## src/rtl/mem_sp_arbiter_if.sv

```systemverilog
// Request/response channel between one requester and the single-port RAM arbiter.
// The requester drives the master side and the arbiter drives the slave side.
interface mem_sp_arbiter_if #(
    parameter int ADDR_WIDTH = 11,
    parameter int DATA_WIDTH = 64,
    parameter int DATA_BYTES = DATA_WIDTH / 8
);
    logic                  valid;
    logic [ADDR_WIDTH-1:0] addr;
    logic [DATA_WIDTH-1:0] wdata;
    logic [DATA_BYTES-1:0] wen;
    logic                  ready;
    logic                  rsp_valid;
    logic [DATA_WIDTH-1:0] rsp_rdata;
    logic                  rsp_ready;

    modport master (
        output valid, addr, wdata, wen, rsp_ready,
        input  ready, rsp_valid, rsp_rdata
    );

    modport slave (
        input  valid, addr, wdata, wen, rsp_ready,
        output ready, rsp_valid, rsp_rdata
    );
endinterface

```

## src/rtl/mem_sp_arbiter.sv

```systemverilog
// Two-port round-robin arbiter sharing one write-first single-port RAM, one access per cycle.
// Each port owns a one-word hold register so a stalled response never blocks the other port.
module mem_sp_arbiter #(
    parameter int ADDR_WIDTH = 11,
    parameter int DATA_WIDTH = 64,
    parameter int DATA_BYTES = DATA_WIDTH / 8
) (
    input  logic                  clk,
    input  logic                  rst,
    mem_sp_arbiter_if.slave       p0,
    mem_sp_arbiter_if.slave       p1,
    output logic [ADDR_WIDTH-1:0] mem_addr,
    output logic [DATA_WIDTH-1:0] mem_wdata,
    output logic [DATA_BYTES-1:0] mem_wen,
    input  logic [DATA_WIDTH-1:0] mem_rdata
);

    typedef enum logic [1:0] {
        ST_IDLE  = 2'd0,
        ST_INFLT = 2'd1,
        ST_HELD  = 2'd2
    } port_state_t;

    logic [1:0]            req_valid;
    logic [1:0]            req_rsp_ready;
    logic [ADDR_WIDTH-1:0] req_addr  [2];
    logic [DATA_WIDTH-1:0] req_wdata [2];
    logic [DATA_BYTES-1:0] req_wen   [2];

    logic [1:0]            eligible;
    logic [1:0]            grant;
    logic [1:0]            rsp_valid_vec;
    logic [DATA_WIDTH-1:0] rsp_rdata_vec [2];

    logic                  last_grant_reg;
    logic                  last_grant_next;

    assign req_valid     = {p1.valid, p0.valid};
    assign req_rsp_ready = {p1.rsp_ready, p0.rsp_ready};
    assign req_addr[0]   = p0.addr;
    assign req_addr[1]   = p1.addr;
    assign req_wdata[0]  = p0.wdata;
    assign req_wdata[1]  = p1.wdata;
    assign req_wen[0]    = p0.wen;
    assign req_wen[1]    = p1.wen;

    for (genvar gi = 0; gi < 2; gi++) begin : g_port
        port_state_t           state_reg;
        port_state_t           state_next;
        logic [DATA_WIDTH-1:0] hold_reg;
        logic [DATA_WIDTH-1:0] hold_next;

        // A held word must drain before this port may reuse the shared read bus.
        assign eligible[gi] = req_valid[gi] &
                              ((state_reg == ST_IDLE) |
                               ((state_reg == ST_INFLT) & req_rsp_ready[gi]));

        always_ff @(posedge clk or posedge rst) begin
            if (rst) begin
                state_reg <= ST_IDLE;
                hold_reg  <= '0;
            end else begin
                state_reg <= state_next;
                hold_reg  <= hold_next;
            end
        end

        always_comb begin
            state_next = state_reg;
            hold_next  = hold_reg;
            case (state_reg)
                ST_IDLE: begin
                    if (grant[gi]) begin
                        state_next = ST_INFLT;
                    end
                end
                ST_INFLT: begin
                    if (!req_rsp_ready[gi]) begin
                        state_next = ST_HELD;
                        hold_next  = mem_rdata;
                    end else if (!grant[gi]) begin
                        state_next = ST_IDLE;
                    end
                end
                ST_HELD: begin
                    if (req_rsp_ready[gi]) begin
                        state_next = ST_IDLE;
                    end
                end
                default: begin
                    state_next = ST_IDLE;
                end
            endcase
        end

        assign rsp_valid_vec[gi] = (state_reg != ST_IDLE);
        assign rsp_rdata_vec[gi] = (state_reg == ST_HELD) ? hold_reg : mem_rdata;
    end

    // Reset masks the grant so no write can reach the RAM while rst is high.
    always_comb begin
        grant = eligible;
        if (rst) begin
            grant = '0;
        end else if (eligible == 2'b11) begin
            grant = last_grant_reg ? 2'b01 : 2'b10;
        end
    end

    assign last_grant_next = (|grant) ? grant[1] : last_grant_reg;

    always_ff @(posedge clk or posedge rst) begin
        if (rst) begin
            last_grant_reg <= 1'b1;
        end else begin
            last_grant_reg <= last_grant_next;
        end
    end

    always_comb begin
        mem_addr  = req_addr[0];
        mem_wdata = req_wdata[0];
        mem_wen   = '0;
        if (grant[1]) begin
            mem_addr  = req_addr[1];
            mem_wdata = req_wdata[1];
            mem_wen   = req_wen[1];
        end else if (grant[0]) begin
            mem_wen   = req_wen[0];
        end
    end

    assign p0.ready     = grant[0];
    assign p1.ready     = grant[1];
    assign p0.rsp_valid = rsp_valid_vec[0];
    assign p1.rsp_valid = rsp_valid_vec[1];
    assign p0.rsp_rdata = rsp_rdata_vec[0];
    assign p1.rsp_rdata = rsp_rdata_vec[1];

endmodule

```

## src/flat_wrapper.sv

```systemverilog
// flat-port wrapper written by rule: the top's interface ports become plain ports
module mem_sp_arbiter_flat 
#(
    parameter int ADDR_WIDTH = 11,
    parameter int DATA_WIDTH = 64,
    parameter int DATA_BYTES = DATA_WIDTH / 8
)
  (clk, rst, mem_addr, mem_wdata, mem_wen, mem_rdata, p0_valid, p0_addr, p0_wdata, p0_wen, p0_rsp_ready, p0_ready, p0_rsp_valid, p0_rsp_rdata, p1_valid, p1_addr, p1_wdata, p1_wen, p1_rsp_ready, p1_ready, p1_rsp_valid, p1_rsp_rdata);
  mem_sp_arbiter_if #(.ADDR_WIDTH(ADDR_WIDTH), .DATA_WIDTH(DATA_WIDTH), .DATA_BYTES(DATA_BYTES)) p0_i ();
  mem_sp_arbiter_if #(.ADDR_WIDTH(ADDR_WIDTH), .DATA_WIDTH(DATA_WIDTH), .DATA_BYTES(DATA_BYTES)) p1_i ();
  input  logic clk;
  input  logic rst;
  output logic [ADDR_WIDTH-1:0] mem_addr;
  output logic [DATA_WIDTH-1:0] mem_wdata;
  output logic [DATA_BYTES-1:0] mem_wen;
  input  logic [DATA_WIDTH-1:0] mem_rdata;
  input wire logic [$bits(p0_i.valid)-1:0] p0_valid;
  input wire logic [$bits(p0_i.addr)-1:0] p0_addr;
  input wire logic [$bits(p0_i.wdata)-1:0] p0_wdata;
  input wire logic [$bits(p0_i.wen)-1:0] p0_wen;
  input wire logic [$bits(p0_i.rsp_ready)-1:0] p0_rsp_ready;
  output wire logic [$bits(p0_i.ready)-1:0] p0_ready;
  output wire logic [$bits(p0_i.rsp_valid)-1:0] p0_rsp_valid;
  output wire logic [$bits(p0_i.rsp_rdata)-1:0] p0_rsp_rdata;
  input wire logic [$bits(p1_i.valid)-1:0] p1_valid;
  input wire logic [$bits(p1_i.addr)-1:0] p1_addr;
  input wire logic [$bits(p1_i.wdata)-1:0] p1_wdata;
  input wire logic [$bits(p1_i.wen)-1:0] p1_wen;
  input wire logic [$bits(p1_i.rsp_ready)-1:0] p1_rsp_ready;
  output wire logic [$bits(p1_i.ready)-1:0] p1_ready;
  output wire logic [$bits(p1_i.rsp_valid)-1:0] p1_rsp_valid;
  output wire logic [$bits(p1_i.rsp_rdata)-1:0] p1_rsp_rdata;
  assign p0_i.valid = p0_valid;
  assign p0_i.addr = p0_addr;
  assign p0_i.wdata = p0_wdata;
  assign p0_i.wen = p0_wen;
  assign p0_i.rsp_ready = p0_rsp_ready;
  assign p0_ready = p0_i.ready;
  assign p0_rsp_valid = p0_i.rsp_valid;
  assign p0_rsp_rdata = p0_i.rsp_rdata;
  assign p1_i.valid = p1_valid;
  assign p1_i.addr = p1_addr;
  assign p1_i.wdata = p1_wdata;
  assign p1_i.wen = p1_wen;
  assign p1_i.rsp_ready = p1_rsp_ready;
  assign p1_ready = p1_i.ready;
  assign p1_rsp_valid = p1_i.rsp_valid;
  assign p1_rsp_rdata = p1_i.rsp_rdata;
  mem_sp_arbiter #(.ADDR_WIDTH(ADDR_WIDTH), .DATA_WIDTH(DATA_WIDTH), .DATA_BYTES(DATA_BYTES)) u_core (.clk(clk), .rst(rst), .p0(p0_i), .p1(p1_i), .mem_addr(mem_addr), .mem_wdata(mem_wdata), .mem_wen(mem_wen), .mem_rdata(mem_rdata));
endmodule
```

## config.mk

```make
export PLATFORM = sky130hd
export DESIGN_NAME = mem_sp_arbiter_flat
export DESIGN_NICKNAME = d
export VERILOG_FILES = /design/src/rtl/mem_sp_arbiter_if.sv /design/src/rtl/mem_sp_arbiter.sv /design/src/flat_wrapper.sv
export SDC_FILE = /design/constraint.sdc
export NUM_CORES = 1
export LEC_CHECK = 0
export ABC_CLOCK_PERIOD_IN_PS = 9280
export BUFFER_PORTS_ARGS = -buffer_cell sky130_fd_sc_hd__buf_2
export CORE_AREA = 2 2 173 175
export DETAILED_ROUTE_END_ITERATION = 10
export DIE_AREA = 0 0 175 177
export PLACE_DENSITY = 0.55
export SYNTH_ARGS = -nofsm -noshare
export SYNTH_HDL_FRONTEND = slang
export SYNTH_SLANG_ARGS = --single-unit
```

## constraint.sdc

```tcl
create_clock -name clk -period 9.28 [get_ports clk]
set_clock_uncertainty 0.15 [all_clocks]
set_input_delay 1.392 -clock clk [delete_from_list [all_inputs] [get_ports clk]]
set_output_delay 1.392 -clock clk [all_outputs]
set_load 0.05 [all_outputs]
```

## After elaboration in Yosys (flattened, before gate mapping)

Index checks and enable logic that the tools add are counted.

- Word-level logic and storage cells: 52
- Flip-flop bits (word level): 133
- Bits of input ports: 236

- Reduce and logical (&&, ||, !) cells: 9
- Bitwise gates (word level): 8
- Multiplexer cells: 19
- Equality and inequality tests: 11

Operator list:

| operator | count |
|---|---|
| $mux 64 | 3 |
| $mux 2 | 11 |
| $mux 8 | 2 |
| $pmux 2 s3 | 2 |
| $mux 11 | 1 |
| $eq 2x2->1 const B | 3 |
| $ne 3x3->1 const B | 2 |
| $reduce_and 3->1 | 2 |
| $and 1x1->1 | 4 |
| $eq 2x1->1 const B | 2 |
| $logic_not 2->1 | 2 |
| $ne 2x1->1 const B | 2 |
| $ne 2x2->1 const B | 2 |
| $reduce_and 2->1 | 2 |
| $reduce_bool 2->1 | 2 |
| $not 1->1 | 2 |
| $or 1x1->1 | 2 |
| $reduce_or 2->1 | 1 |

## Depth between registers and ports, before layout

Gate-level depths: netlist of run 1.

- Depth in word-level cells: 10
- Gate-level depth with buffers: 8

## Worst setup path after synthesis of run 1

Ideal clock, no wire load.

- Kind: input to output
- From: input port rst
- To: output port mem_wdata[55]
- Path buffers: 4
- Data arrival time: 5,716 ps
- Cell stages on the path: 8
- Slack: 2,022 ps
- Cells stage by stage: buf_6 > inv_1 > nand3_1 > or2_1 > buf_6 > buf_8 > buf_6 > mux2_4

- Cells in the longest elaborated chain, start to end: 2

RTL lines:

| what | RTL line | text |
|---|---|---|
| from (decl) | flat_wrapper.sv:12 | `input logic rst;` |
| $mux 2 | mem_sp_arbiter.sv:103 | `if (rst) begin` |
| $mux 64 | mem_sp_arbiter.sv:124 | `if (grant[1]) begin` |
| to (decl) | flat_wrapper.sv:14 | `output logic [DATA_WIDTH-1:0] mem_wdata;` |

Every way passes these cells.

## Final worst setup path of run 1

- From: input port rst
- To: output port mem_wdata[1]

The elaborated chain is that of the path after synthesis.

==> results by group, run 1 <==
Floorplanning
  – Rows: 63
  – Die Height: 177 µm
  – Core Box Area: a little under 30000 µm²
  – Ports: between 400 and 500
  – Initial Utilization: between 20% and 30%
  – Die area: about 31000 µm²
  – Die W: 175 µm

Setup path
  – Crit path max fanout: 79
  – Most frequent cell on the critical path: buf_2
  – CP Data Arrival Time: approximately 3700 ps
  – Startpoint Class: primary input
  – CP cell instances: buf_2 -> inv_6 -> nand3_1 -> or2_4 -> mux2_2 -> buf_2
  – WP data required: approximately 7700 ps
  – CP Class: in2out
  – Largest stage delay, worst path: 920 ps
  – Slowest cell on crit path: or2_4
  – CP endpoint kind: primary output

STA
  – Final period utilization: 56.3%
  – Setup TNS: 0 ps
  – Slew Limit Headroom: between 15 and 20%
  – Worst-Margin Slew: ~1200 ps
  – # setup viols final: 0
  – Crit path time final: around 5200 ps
  – WHS: between 300 and 400 ps
  – RSZ-0062 raised after global routing: no
  – Final setup margin: a little over 4000 ps
  – Max Clock Freq: approximately 190 MHz
  – Max Slew Vio Count: 0
  – Final hold viol count: 0

Power and ir drop
  – VDD IR-drop max: just over 0.0001 V
  – Comb power frac: between 40% and 50%
  – Internal power: about 1.6 mW
  – Switching Fraction: 38.7%
  – Flop pwr share: roughly a third
  – Clock power frac: approximately a quarter
  – Power per cell area: 246 nW/µm²
  – Leak: 5.24 nW
  – Sw power: between 1 and 1.5 mW
  – Tot Pwr: 2.66 mW

Clock tree
  – H-Tree Level Count: 4
  – Clock Pin Slew Worst Setup and Hold Paths: ~60 ps
  – Cts hold-fix bufs: 0
  – TritonCTS clock tree: done
  – Post-CTS setup buffer count: 0
  – # clock sinks: 133
  – Clock latency on the worst-skew pair: around 420 ps
  – CTS max path bufs: 2
  – CTS root buf: clkbuf_16
  – Cts repair resizes: 0
  – Inserted Clock Buffers: 17

Global routing
  – Number of global-route vias before repair: just over 6000
  – Initial antenna violation count: 20
  – Largest net degree at the start of global routing: 80
  – GRT Total Usage: 17.3%
  – Global route overflow: 0
  – Global-route wire length before repair: around 40000 µm

Drt
  – DRC violations left: 0
  – WL per Instance: 20.1 µm
  – Highest Signal Layer: met5
  – Met3 WL: around 2300 µm
  – Routed Wire Length: 27800 µm
  – Initial DRC count: between 300 and 400
  – Pre-antenna DRT Iters: 4
  – WL met2: 12600 µm
  – Antenna viol nets, final: 0
  – Total number of vias: around 6200
  – Vias/cell: approximately 4.5
  – Metal-1 WL: about 12000 µm

Flow run
  – MaxCap Viol Count: 0

Logic synthesis
  – Post-synthesis cell count: approximately 540
  – Post-Syn Nets: roughly 800
  – Post-Synthesis Cell Area: approximately 7700 µm²
  – Ys Warns: 0
  – Avg Cell Area, Syn: 14.1 µm²
  – Register bit total from synthesis: between 100 and 150
  – Post-synthesis sequential area ratio: 43.5%
  – Synth cell types: 26

Cells and area
  – Non-Filler Instances: roughly 1400
  – Most frequent cells in the layout: buf_2, mux2_2, dfrtp_1, mux2_4, clkbuf_16
  – Finished layout cell area: 10800 µm²
  – Commonest non-fill, non-tap cell in the layout: buf_2
  – Synth-to-Final Area Change: 41.1%
  – Layout cells sized above 1: 83.6%
  – Fin util: around 37%
  – Final net count: approximately 1200
  – Number of flip-flops under the largest register name: between 100 and 150

Placed design
  – Pre-CTS setup slack: about 4000 ps
  – Count of input and output buffers: 450
  – Cells after DPL: roughly 1400
  – GPL Wtd Cong: a little under 0.8
  – Placed Area: between 10000 and 15000 µm²
  – HPWL after DPL: around 21000 µm

Hold path
  – Tightest Hold Check Type: reg2reg

Run status
  – Status: complete, no violations
-- synth_stat cells --
cell type	count	area share [%]
nand2b_1	4	0.33
dfrtp_1	132	43
nand3_1	1	0.065
o311a_1	1	0.13
and2_1	2	0.16
buf_12	2	0.52
or2_2	2	0.16
or2_1	1	0.082
clkbuf_1	3	0.15
a21oi_1	1	0.065
nor2b_2	1	0.11
buf_6	3	0.44
mux2_2	303	45
mux2_4	28	5.5
a22oi_1	9	0.88
inv_1	4	0.20
and2b_2	1	0.11
dfstp_2	1	0.34
nor3_1	1	0.065
nor2_2	1	0.082
nor2_1	9	0.44
and2b_1	2	0.20
a311oi_2	1	0.20
buf_2	28	1.8
xnor2_1	1	0.11
buf_8	1	0.20
-- power by group through the flow --
stage / clock network, mW / registers [mW] / logic (mW)
6_report: 0.674 / 0.925 / 1.06
5_1_grt: 0.727 / 0.954 / 1.13
4_1_cts: 0.699 / 0.924 / 1.08
3_5_place_dp: 0 / 0.932 / 1.07
3_3_place_gp: 0 / 0.924 / 1.06
2_1_floorplan: 0 / 0.900 / 0.877
-- final cells by class --
type,count,area (µm²)
inverters,4,20.0
clock inverters,14,153
repair buffers,454,2280
well taps,390,488
flip-flops and latches,133,3330
clock buffers,17,425
multi-input cells,369,4100
fillers,2964,18400
diodes,6,15.0
-- per-layer routing --
layer / up-vias / global-route usage, %
met5: - / 0
met2: 226 / 25.8
li1: 2873 / -
met4: 26 / 3.68
met3: 53 / 7.20
met1: 3019 / 23.2
-- cells by family (layout without fill, tap and decap cells) --
group	after synthesis	in the layout	share of synthesized area [%]
buffers and inverters	41	489	3.33
AND/OR/NAND/NOR	25	25	1.81
multiplexers	331	331	50.0
other	0	6	0
XOR/XNOR	1	1	0.114
flip-flops	133	133	43.5
AO/OA/AOI/OAI	12	12	1.27
-- path summary, 6_finish.rpt --
check                                                           from                                         to  slack, ps  cells after the start
max                                                              rst                               mem_wdata[1]       4050                      6
min                        u_core.g_port[0].hold_reg[57]$_DFFE_PP0P_  u_core.g_port[0].hold_reg[57]$_DFFE_PP0P_        350                      1
max reg2reg                u_core.g_port[0].state_reg[0]$_DFFE_PP0P_  u_core.g_port[1].state_reg[0]$_DFFE_PP0P_       7020                      4
min reg2reg                u_core.g_port[0].hold_reg[57]$_DFFE_PP0P_  u_core.g_port[0].hold_reg[57]$_DFFE_PP0P_        350                      1
max in group asynchronous                                        rst  u_core.g_port[0].hold_reg[13]$_DFFE_PP0P_       6710                      3
min in group asynchronous                                        rst  u_core.g_port[0].hold_reg[52]$_DFFE_PP0P_       1010                      2
-- worst max-delay path: cells and delay by family --
family                 cells  cell delay [ps]
AND/OR/NAND/NOR            2             1120
buffers and inverters      3              670
multiplexers               1              420
Note: power is estimated with default switching activity, not from simulation.
==> run 2: changes to the inputs <==
--- a/config.mk
+++ b/config.mk
@@ -5,12 +5,12 @@
 export SDC_FILE = /design/constraint.sdc
 export NUM_CORES = 1
 export LEC_CHECK = 0
-export ABC_CLOCK_PERIOD_IN_PS = 9280
+export ABC_CLOCK_PERIOD_IN_PS = 4200
 export BUFFER_PORTS_ARGS = -buffer_cell sky130_fd_sc_hd__buf_2
-export CORE_AREA = 2 2 173 175
+export CORE_AREA = 2 2 174 176
 export DETAILED_ROUTE_END_ITERATION = 10
-export DIE_AREA = 0 0 175 177
-export PLACE_DENSITY = 0.55
+export DIE_AREA = 0 0 176 178
+export PLACE_DENSITY = 0.56
 export SYNTH_ARGS = -nofsm -noshare
 export SYNTH_HDL_FRONTEND = slang
 export SYNTH_SLANG_ARGS = --single-unit
==> constraint.sdc (replaced) <==
create_clock -name clk -period 4.2 [get_ports clk]
set_clock_uncertainty 0.15 [all_clocks]
set_input_delay 0.63 -clock clk [delete_from_list [all_inputs] [get_ports clk]]
set_output_delay 0.63 -clock clk [all_outputs]
set_load 0.05 [all_outputs]
==> run 2 against run 1 <==
Against the previous run:
- sequential share of layout area down 0.29 points
- core utilization up 0.15 points
- cell count up 0.14%
==> results by group, run 2 (synthesized netlist as in run 1, its figures left out) <==
Run status
  – Status: complete, no violations

Power and ir drop
  – Power per cell area: ~540 nW/µm²
  – Leak: between 5 and 6 nW
  – Tot Pwr: a little under 6 mW
  – VDD IR-drop max: 0.000218 V

Flow run
  – MaxCap Viol Count: 0

Clock tree
  – Cts hold-fix bufs: 0
  – # clock sinks: approximately 130
  – Inserted Clock Buffers: 17
  – Clock latency on the worst-skew pair: approximately 400 ps
  – Post-CTS setup buffer count: 0
  – CTS root buf: clkbuf_16
  – Cts repair resizes: 0
  – CTS max path bufs: 2
  – H-Tree Level Count: 4
  – Clock Pin Slew Worst Setup and Hold Paths: around 70 ps
  – TritonCTS clock tree: done

Setup path
  – CP cell instances: and2b_2 -> nor3_1 -> or2_4 -> buf_12 -> mux2_2 -> buf_2
  – Levels on crit path: 6
  – Path depth of the worst reg2reg path: 4
  – Worst Setup EP: mem_addr[2]
  – Startpoint Class: flop
  – CP endpoint kind: primary output
  – CP top delay family: simple AND/OR/NAND/NOR gates
  – Reg2reg setup slack: between 2000 and 2500 ps
  – Crit path max fanout: 77
  – CP Class: reg2out
  – Largest stage delay, worst path: between 400 and 500 ps
  – R2r startpoint: u_core.g_port[0].state_reg[0]$_DFFE_PP0P_
  – Crit path from: u_core.g_port[0].state_reg[0]$_DFFE_PP0P_
  – WP data required: approximately 3400 ps
  – Slowest cell on crit path: dfrtp_1
  – Buf/Inv on CP: 2
  – CP Data Arrival Time: 2490 ps
  – Critical R2R Capture: u_core.g_port[0].hold_reg[45]$_DFFE_PP0P_

Cells and area
  – Number of flip-flops under the largest register name: approximately 130
  – Fillcell total: ~2900
  – Multi-input logic area: around 4100 µm²
  – Fin util: ~37%
  – Commonest non-fill, non-tap cell in the layout: buf_2
  – Synth-to-Final Area Change: 42.4%
  – Non-Filler Instances: between 1000 and 1500
  – Final net count: roughly 1200
  – Reg area: ~3300 µm²
  – Most frequent cells in the layout: buf_2, mux2_2, dfrtp_1, mux2_4, clkbuf_16
  – Layout cells sized above 1: between 80% and 90%

Floorplanning
  – Rows: between 60 and 70
  – Die W: approximately 180 µm
  – Initial Utilization: 26.1%
  – Die area: around 31000 µm²
  – Core Box Area: about 29000 µm²
  – Die Height: roughly 180 µm
  – Ports: 451

STA
  – Max Clock Freq: 305 MHz
  – RSZ-0062 raised after global routing: no
  – Final hold viol count: 0
  – Slew Limit Headroom: just under 50%
  – Final period utilization: approximately 80%
  – Worst-Margin Slew: approximately 770 ps
  – # setup viols final: 0
  – Max Slew Vio Count: 0
  – Crit path time final: 3270 ps
  – WHS: roughly 220 ps

Drt
  – Routed Wire Length: roughly 28000 µm
  – Vias/cell: between 4 and 5
  – WL per Instance: slightly above 20 µm
  – Total number of vias: between 6000 and 7000
  – Pre-antenna DRT Iters: 4
  – Antenna viol nets, final: 0
  – DRC violations left: 0
  – Initial DRC count: about 280

Global routing
  – Number of global-route vias before repair: roughly 6100
  – Global-route wire length before repair: 39600 µm
  – Largest net degree at the start of global routing: 137
  – GRT Total Usage: between 10% and 20%
  – Global route overflow: 0
  – Initial antenna violation count: 22

Hold path
  – Tightest Hold Check Type: in2reg

Placed design
  – Cells after DPL: approximately 1400
  – GPL Wtd Cong: ~0.8
  – Count of input and output buffers: 450
  – HPWL after DPL: about 21000 µm
[run 2: metal layers]
metal	wire [µm]	share of wire, %	global-route usage (%)	up-vias
met5	192	0.68	0	-
met2	12900	46	26.8	231
met4	295	1.1	2.82	32
li1	-	-	-	2881
met3	2570	9.1	7.54	51
met1	12100	43	22.1	3012
[run 2: area by class of cell]
class	instances	area share [%]
diodes	4	0.0917
repair buffers	457	21.7
flip-flops and latches	133	30.5
clock buffers	17	3.90
multi-input cells	369	37.7
well taps	390	4.47
inverters	4	0.172
clock inverters	15	1.50
[run 2: where the power goes]
part / total [mW] / switching, mW / internal, mW / leakage (nW)
clock: 1.51 / 0.620 / 0.888 / 0.286
sequential: 2.04 / 0.235 / 1.81 / 1.59
combinational: 2.36 / 1.42 / 0.933 / 3.42
[run 2: worst min path at each step]
stage,cells after the start,endpoint,slack (ps),from
after floorplan,1,u_core.g_port[0].hold_reg[50]$_DFFE_PP0P_,320,u_core.g_port[0].hold_reg[50]$_DFFE_PP0P_
after global placement,1,u_core.g_port[0].hold_reg[2]$_DFFE_PP0P_,330,u_core.g_port[0].hold_reg[2]$_DFFE_PP0P_
after detailed placement,1,u_core.g_port[0].hold_reg[63]$_DFFE_PP0P_,340,u_core.g_port[0].hold_reg[63]$_DFFE_PP0P_
after CTS,2,u_core.g_port[1].state_reg[1]$_DFFE_PP0P_,200,p1_rsp_ready
after global routing,2,u_core.g_port[0].state_reg[1]$_DFFE_PP0P_,210,p0_rsp_ready
final,2,u_core.g_port[0].state_reg[1]$_DFFE_PP0P_,220,p0_rsp_ready
[run 2: metrics by stage]
stage          instance area, µm²  setup slack (ps)  TNS, ps
6_report                    10900               925        0
4_1_cts                     10900               885        0
3_5_place_dp                10300              1050        0
2_1_floorplan                7680              -453   -33330
3_3_place_gp                10300              1090        0
5_1_grt                     10900               808        0
